`config.mk`:
```
export PLATFORM = sky130hd
export DESIGN_NAME = seq_array_multiplier_flat
export DESIGN_NICKNAME = d
export VERILOG_FILES = /design/src/rtl/seq_array_multiplier_if.sv /design/src/rtl/seq_array_multiplier.sv /design/src/flat_wrapper.sv
export SDC_FILE = /design/constraint.sdc
export NUM_CORES = 1
export LEC_CHECK = 0
export BUFFER_PORTS_ARGS = -buffer_cell sky130_fd_sc_hd__buf_2
export CAP_MARGIN = 20
export CORE_UTILIZATION = 54
export DETAILED_ROUTE_END_ITERATION = 12
export PLACE_DENSITY = 0.77
export SLEW_MARGIN = 15
export SYNTH_ARGS = -nofsm -noshare
export SYNTH_HDL_FRONTEND = slang
export SYNTH_SLANG_ARGS = --single-unit
```
`constraint.sdc`:
```
create_clock -name clk -period 1.9 [get_ports clk]
set_input_delay 0.38 -clock clk [delete_from_list [all_inputs] [get_ports clk]]
set_output_delay 0.38 -clock clk [all_outputs]
set_load 0.05 [all_outputs]
```
`src/rtl/seq_array_multiplier_if.sv`:
```
// Handshake bundle for seq_array_multiplier: operand stream in, product stream out.
// The source side drives operands and accepts products (master); the multiplier is the slave.
interface seq_array_multiplier_if #(
    parameter int WIDTH = 4
);
    logic               in_valid;
    logic               in_ready;
    logic [WIDTH-1:0]   x;
    logic [WIDTH-1:0]   y;
    logic               out_valid;
    logic               out_ready;
    logic [2*WIDTH-1:0] z;
    logic               busy;

    modport master (
        output in_valid, x, y, out_ready,
        input  in_ready, out_valid, z, busy
    );

    modport slave (
        input  in_valid, x, y, out_ready,
        output in_ready, out_valid, z, busy
    );
endinterface

```
`src/rtl/seq_array_multiplier.sv`:
```
// Sequential shift-and-add multiplier: one partial-product row per clock,
// WIDTH rows per product, valid/ready on both sides.
// Optional two's-complement operands: define SEQ_ARRAY_MULTIPLIER_SIGNED_EN.
module seq_array_multiplier #(
    parameter  int WIDTH = 4,
    localparam int CNT_W = $clog2(WIDTH) + 1
) (
    input  logic            clk,
    input  logic            rst,
    seq_array_multiplier_if.slave bus
);

    typedef enum logic [1:0] {
        IDLE = 2'd0,
        RUN  = 2'd1,
        DONE = 2'd2
    } state_t;

    state_t               state_q, state_d;
    logic [WIDTH-1:0]     mcand_q, mcand_d;
    logic [WIDTH-1:0]     mplier_q, mplier_d;
    logic [WIDTH:0]       acc_q, acc_d;
    logic [CNT_W-1:0]     cnt_q, cnt_d;
    logic [2*WIDTH-1:0]   z_q, z_d;

    logic [WIDTH:0]       addend;
    logic [WIDTH:0]       sum;
    logic [2*WIDTH-1:0]   prod;
    logic                 last_row;
    logic [WIDTH-1:0]     cap_mcand;
    logic [WIDTH-1:0]     cap_mplier;
    logic [2*WIDTH-1:0]   z_final;

    // The row counted as last is the one performed on the edge where cnt hits WIDTH-1.
    assign last_row = (cnt_q == CNT_W'(WIDTH - 1));

    // One row of the array: add the multiplicand if the current multiplier bit is set.
    // The carry lands in acc[WIDTH] and is shifted down, so it is never lost.
    assign addend = mplier_q[0] ? {1'b0, mcand_q} : '0;
    assign sum    = acc_q + addend;

    // Product as it will stand after this edge's shift: {sum, mplier} >> 1, low 2*WIDTH bits.
    assign prod   = {sum, mplier_q[WIDTH-1:1]};

`ifdef SEQ_ARRAY_MULTIPLIER_SIGNED_EN
    logic neg_q, neg_d;

    // Magnitudes feed the unsigned core; -2^(WIDTH-1) negates to itself, which
    // read as unsigned is exactly its magnitude.
    assign cap_mcand  = bus.x[WIDTH-1] ? -bus.x : bus.x;
    assign cap_mplier = bus.y[WIDTH-1] ? -bus.y : bus.y;
    assign z_final    = neg_q ? -prod : prod;

    // Result sign is latched at capture since x/y may change during RUN.
    always_ff @(posedge clk) begin
        if (rst) neg_q <= 1'b0;
        else     neg_q <= neg_d;
    end

    // Sign of the product, taken only when operands are accepted.
    always_comb begin
        neg_d = neg_q;
        if (state_q == IDLE && bus.in_valid)
            neg_d = bus.x[WIDTH-1] ^ bus.y[WIDTH-1];
    end
`else
    assign cap_mcand  = bus.x;
    assign cap_mplier = bus.y;
    assign z_final    = prod;
`endif

    // State register; reset discards any operation in flight.
    always_ff @(posedge clk) begin
        if (rst) state_q <= IDLE;
        else     state_q <= state_d;
    end

    // Next-state: accept in IDLE, run WIDTH rows, hold DONE until the consumer takes z.
    always_comb begin
        state_d = state_q;
        unique case (state_q)
            IDLE:    if (bus.in_valid)  state_d = RUN;
            RUN:     if (last_row)      state_d = DONE;
            DONE:    if (bus.out_ready) state_d = IDLE;
            default:                    state_d = IDLE;
        endcase
    end

    // Datapath registers: operands, accumulator, row counter and held product.
    always_ff @(posedge clk) begin
        if (rst) begin
            mcand_q  <= '0;
            mplier_q <= '0;
            acc_q    <= '0;
            cnt_q    <= '0;
            z_q      <= '0;
        end else begin
            mcand_q  <= mcand_d;
            mplier_q <= mplier_d;
            acc_q    <= acc_d;
            cnt_q    <= cnt_d;
            z_q      <= z_d;
        end
    end

    // Datapath next values: capture in IDLE, shift-add in RUN, everything held otherwise.
    // z only changes on the DONE entry edge so it keeps the last product afterwards.
    always_comb begin
        mcand_d  = mcand_q;
        mplier_d = mplier_q;
        acc_d    = acc_q;
        cnt_d    = cnt_q;
        z_d      = z_q;
        unique case (state_q)
            IDLE: begin
                if (bus.in_valid) begin
                    mcand_d  = cap_mcand;
                    mplier_d = cap_mplier;
                    acc_d    = '0;
                    cnt_d    = '0;
                end
            end
            RUN: begin
                acc_d    = {1'b0, sum[WIDTH:1]};
                mplier_d = {sum[0], mplier_q[WIDTH-1:1]};
                cnt_d    = cnt_q + CNT_W'(1);
                if (last_row)
                    z_d = z_final;
            end
            default: ;
        endcase
    end

    assign bus.in_ready  = (state_q == IDLE);
    assign bus.out_valid = (state_q == DONE);
    assign bus.busy      = (state_q == RUN) || (state_q == DONE);
    assign bus.z         = z_q;

endmodule

```
`src/flat_wrapper.sv`:
```
// flat-port wrapper written by rule: the top's interface ports become plain ports
module seq_array_multiplier_flat 
#(
    parameter  int WIDTH = 4,
    localparam int CNT_W = $clog2(WIDTH) + 1
)
  (clk, rst, bus_in_valid, bus_x, bus_y, bus_out_ready, bus_in_ready, bus_out_valid, bus_z, bus_busy);
  seq_array_multiplier_if #(.WIDTH(WIDTH)) bus_i ();
  input  logic clk;
  input  logic rst;
  input wire logic [$bits(bus_i.in_valid)-1:0] bus_in_valid;
  input wire logic [$bits(bus_i.x)-1:0] bus_x;
  input wire logic [$bits(bus_i.y)-1:0] bus_y;
  input wire logic [$bits(bus_i.out_ready)-1:0] bus_out_ready;
  output wire logic [$bits(bus_i.in_ready)-1:0] bus_in_ready;
  output wire logic [$bits(bus_i.out_valid)-1:0] bus_out_valid;
  output wire logic [$bits(bus_i.z)-1:0] bus_z;
  output wire logic [$bits(bus_i.busy)-1:0] bus_busy;
  assign bus_i.in_valid = bus_in_valid;
  assign bus_i.x = bus_x;
  assign bus_i.y = bus_y;
  assign bus_i.out_ready = bus_out_ready;
  assign bus_in_ready = bus_i.in_ready;
  assign bus_out_valid = bus_i.out_valid;
  assign bus_z = bus_i.z;
  assign bus_busy = bus_i.busy;
  seq_array_multiplier #(.WIDTH(WIDTH)) u_core (.clk(clk), .rst(rst), .bus(bus_i));
endmodule
```
Yosys cells after proc, flatten, opt, wreduce, memory -nomap -nowiden --
Index checks and enable logic that the tools add are counted.
Word-level totals: flip-flop bits (word level) 26
Operators by class: add/subtract/negate cells 2, equality and inequality tests 6, multiplexer cells 11, reductions and logical operators 7
Operators by type and width (number):
- $pmux 5 s2 | 1
- $mux 4 | 2
- $pmux 4 s2 | 1
- $mux 2 | 3
- $pmux 2 s3 | 1
- $pmux 3 s2 | 1
- $reduce_and 2->1 | 3
- $add 5x5->5 | 1
- $mux 5 | 1
- $ne 2x2->1 const B | 2
- $add 3x1->3 const B | 1
- $eq 3x2->1 const B | 1
- $mux 3 | 1
- $reduce_and 3->1 | 1
- $eq 2x1->1 const B | 1
- $eq 2x2->1 const B | 1
- $logic_not 2->1 | 1
- $ne 2x1->1 const B | 1
- $reduce_bool 2->1 | 1
- $logic_or 1x1->1 | 1

Logic depth before layout (Yosys ltp) --
depth in word-level cells 3, mapped depth 7, gate-level depth less buffers 6

Worst setup path after synthesis --
OpenSTA, ideal clock, no wires.
kind register -> register, start point register u_core.state_q[0], end point register u_core.acc_q[1], library setup time 65 ps, arrival time 1763 ps, data required time 1835 ps, path slack 72 ps, cell stages (with the launch flop) 8, period minus slack after synthesis 1828 ps, path through dfxtp_1 inv_1 ha_1 buf_6 mux2_4 buf_6 o32a_1 nor2_1
On the way: word-level cells in the longest chain between the ends 3, elaborated cells on any way between the ends 6, classes of those cells 2 x eq/ne; 1 x mux; 3 x reduce/logical
RTL lines:
- start, declared | RTL line seq_array_multiplier.sv:19 | state_t state_q, state_d;
- start signal, assigned | RTL line seq_array_multiplier.sv:75 | else state_q <= state_d;
- $logic_not 2->1 *
- named net bus_in_ready | RTL line flat_wrapper.sv:15 | output wire logic [$bits(bus_i.in_ready)-1:0] bus_in_ready;
- $ne 2x2->1 (no source line) / $reduce_bool 2->1 (equally long branches)
- $reduce_and 2->1 (no source line)
- end signal, assigned | RTL line seq_array_multiplier.sv:94 | acc_q <= '0;
- end signal, assigned | RTL line seq_array_multiplier.sv:100 | acc_q <= acc_d;
- end, declared | RTL line seq_array_multiplier.sv:22 | logic [WIDTH:0] acc_q, acc_d;
Mark *: on every way through the listed nets, which the timed path passes. The rest lies on a longest branch. A chain may end at the register's enable or synchronous reset.

Final worst setup path --
start point register u_core.mplier_q[0], end point register u_core.z_q[7] (netlist: u_core.bus.z[7])
On the way: word-level cells in the longest chain between the ends 2
RTL lines:
- start, declared | RTL line seq_array_multiplier.sv:21 | logic [WIDTH-1:0] mplier_q, mplier_d;
- start signal, assigned | RTL line seq_array_multiplier.sv:99 | mplier_q <= mplier_d;
- $mux 4 | RTL line seq_array_multiplier.sv:39 | assign addend = mplier_q[0] ? {1'b0, mcand_q} : '0;
- $add 5x5->5 | RTL line seq_array_multiplier.sv:40 | assign sum = acc_q + addend;
- end signal, assigned | RTL line seq_array_multiplier.sv:102 | z_q <= z_d;
- end, declared | RTL line seq_array_multiplier.sv:24 | logic [2*WIDTH-1:0] z_q, z_d;
Every way passes these cells.

==> flow_summary.json <==
{
  "outcome": "finished clean",
  "grt_start_max_net_pins": 29,
  "gp_congestion": 0.798,
  "drv_cap": 0,
  "dieArea_um2": 2640,
  "path_cells": "and2_1, ha_1, fa_1, a21o_1, a21oi_1, a211oi_1",
  "ios": 23,
  "synth_top_area_frac": 0.380,
  "io_buffers": 22,
  "yosys-top-cells-area": "dfxtp_1 38%, ha_1 10%, a21oi_1 5.3%",
  "yosys.area.top_type": "dfxtp_1",
  "tightest_slew_ns": 0.471,
  "cts_buffers": 3,
  "drtIter0Drc": 19,
  "dpl.cell_count": 186,
  "whs_ns": 0.295,
  "core_area_um2": 2250,
  "hold_class": "in2reg",
  "synthesis.nets": 167,
  "final-seq-area_um2": 500,
  "routed_wl_mm": 2.54,
  "clockBufferDepth": 2,
  "synth_commonest_cells": "25 x dfxtp_1, 17 x nand2_1, 14 x a21oi_1, 11 x ha_1, 10 x nor2_1",
  "grt_pass1_wl_mm": 4.20,
  "first_global_vias": 963,
  "power_per_cell_area_nw_per_um2": 1160,
  "dp_hpwl_mm": 1.89,
  "endpoint_kind": "register",
  "synth_flop_cell": "dfxtp_1",
  "critPathMaxFanout": 5,
  "yosysUniqueCellTypes": 35,
  "crit_slowest_cell": "fa_1",
  "chipHeight_um": 51.4,
  "fin_nets": 187,
  "fillers": 208,
  "fin_crit_ns": 1.77,
  "post_drt_wl_per_cell_um": 13.4,
  "synth.most_common_cell": "dfxtp_1",
  "tritoncts": "built",
  "cts_root_buffer": "clkbuf_4",
  "cp.arrival_ns": 1.97,
  "power.total_w": 0.00167,
  "synth_area_um2": 1320,
  "num_antenna_cells": 0,
  "post-route-drc-count": 0,
  "cpPeakStageDelay_ns": 0.41,
  "power_leakage_nw": 0.620,
  "dr_total_vias": 1068,
  "synth-seq-area-share": 0.380,
  "ys_ff_latch": 25,
  "cts_max_level": 1,
  "clk_latency_ns": 0.32,
  "clk_pin_slew_ns": 0.14,
  "async_flop_share": 0,
  "rows": 17,
  "grt_antenna_before_repair": 0,
  "grtUsageTotal": 0.218,
  "fin_cells": 190,
  "start_util": 0.584,
  "die_width_um": 51.4,
  "via_per_inst": 5.62,
  "cts-hold-fix-buffers": 0,
  "synth_area_per_cell_um2": 9.20,
  "finalSetupViolCount": 0,
  "rsz0062_at_grt": "no",
  "overflow": 0,
  "syn_inst": 143,
  "synth_edf_count": 0,
  "max_freq_mhz": 565,
  "worstSetupPathType": "reg2reg",
  "setup-tns-final_ns": 0,
  "p_int_w": 0.000960,
  "relSlewSlack": 0.686,
  "switching_share": 0.424,
  "peakVddDrop_uv": 1260,
  "p_seq_frac": 0.394,
  "p_sw_w": 0.000707,
  "drive_above_1_share": 0.191,
  "ant_nets": 0,
  "numClockSinks": 25,
  "period_share": 0.932,
  "first_pass_iters": 4,
  "yosysWarnings": 0,
  "start_kind": "register",
  "area_growth_pct": 8.94,
  "post-route-util": 0.636,
  "maxSlewViolCount": 0,
  "multi_input_area_um2": 724,
  "finalHoldViolations": 0,
  "skew_ns": 0.00604,
  "cp.required_ns": 2.10,
  "combPwrFrac": 0.463,
  "pwr-share-clk": 0.142
}
stage by stage:
| stage | cell area [um2] | setup slack (ns) |
|---|---|---|
| finish | 1430 | 0.130 |
| global placement | 1400 | 0.251 |
| CTS | 1430 | 0.0790 |
| global route | 1430 | 0.0183 |
| detailed placement | 1400 | 0.181 |
| floorplan | 1320 | 0.0718 |
power groups by stage:
stage | Sequential [W] | Combinational, W | Clock (W)
final | 0.000657 | 0.000772 | 0.000237
after floorplan | 0.000651 | 0.000690 | 0
after CTS | 0.000657 | 0.000770 | 0.000249
after detailed placement | 0.000669 | 0.000764 | 0
after global placement | 0.000664 | 0.000748 | 0
after global routing | 0.000668 | 0.000855 | 0.000259
worst max-delay path, delay by kind of cell (launching register included):
family	cells	cell delay [ns]
simple gates	1	0.16
compound gates	3	0.52
fa+ha+maj	2	0.61
flops	1	0.36
routing by layer:
metal  GRT usage  vias up  routed length (um)
met5           0        -                   0
met2       0.372       26                1180
li1            -      542                   -
met4       0.108        0                  41
met3      0.0298        4                 103
met1       0.265      496                1210
kinds of logic after synthesis:
group,Yosys count,share of synthesized area
AOI/OAI and AO/OA,31,0.164
xor gates and xnor gates,1,0.00666
adders and majority gates,12,0.120
buffers and inverters,14,0.0694
DFF,25,0.380
muxes,6,0.0494
and+or+nand+nor,54,0.210
final cells by class:
cell class	instances	area share
clock inverter	1	0.00349
inverter	5	0.0131
timing repair buffer	24	0.0890
clock buffer	3	0.0157
sequential	25	0.349
multi-input combinational	104	0.505
tap	28	0.0244
sequential cells by signal (all words and copies together) (netlist names):
| name | cells |
|---|---|
| u_core.state_q | 2 |
| u_core.mcand_q | 4 |
| u_core.cnt_q | 3 |
| u_core.mplier_q | 4 |
| u_core.acc_q | 4 |
| u_core.bus.z | 8 |
layout by cell type (no fill, tap or decap), drive strengths merged, types with 2 or more instances in the layout:
| cell | synthesis | routed |
|---|---|---|
| nand2b | 3 | 3 |
| nor2 | 10 | 10 |
| and2 | 6 | 6 |
| dfxtp | 25 | 25 |
| a32oi | 2 | 2 |
| nand3 | 5 | 5 |
| a211oi | 6 | 6 |
| nand2 | 17 | 17 |
| o31ai | 2 | 2 |
| a21oi | 14 | 14 |
| nand4 | 3 | 3 |
| nand3b | 2 | 2 |
| mux2i | 5 | 5 |
| nor2b | 4 | 4 |
| ha | 11 | 11 |
| buf | 7 | 23 |
| clkbuf | 2 | 4 |
| inv | 5 | 5 |
final timing paths:
kind | start | end | slack (ns) | depth (start not counted)
worst max-delay path | u_core.mplier_q[0]$_SDFFE_PP0P_ | u_core.bus.z[7]$_SDFFE_PP0P_ | 0.13 | 6
worst min-delay path | bus_x[1] | u_core.mcand_q[1]$_SDFFE_PP0P_ | 0.30 | 3
worst max register to register | u_core.mplier_q[0]$_SDFFE_PP0P_ | u_core.bus.z[7]$_SDFFE_PP0P_ | 0.13 | 6
worst min register to register | u_core.bus.z[0]$_SDFFE_PP0P_ | u_core.bus.z[0]$_SDFFE_PP0P_ | 0.46 | 2
repair_timing:
action	CTS	global route
buffers inserted	0	0
resized for setup	0	1
setup endpoints to repair	0	1
No activity file was read; power rests on OpenSTA's default activity.
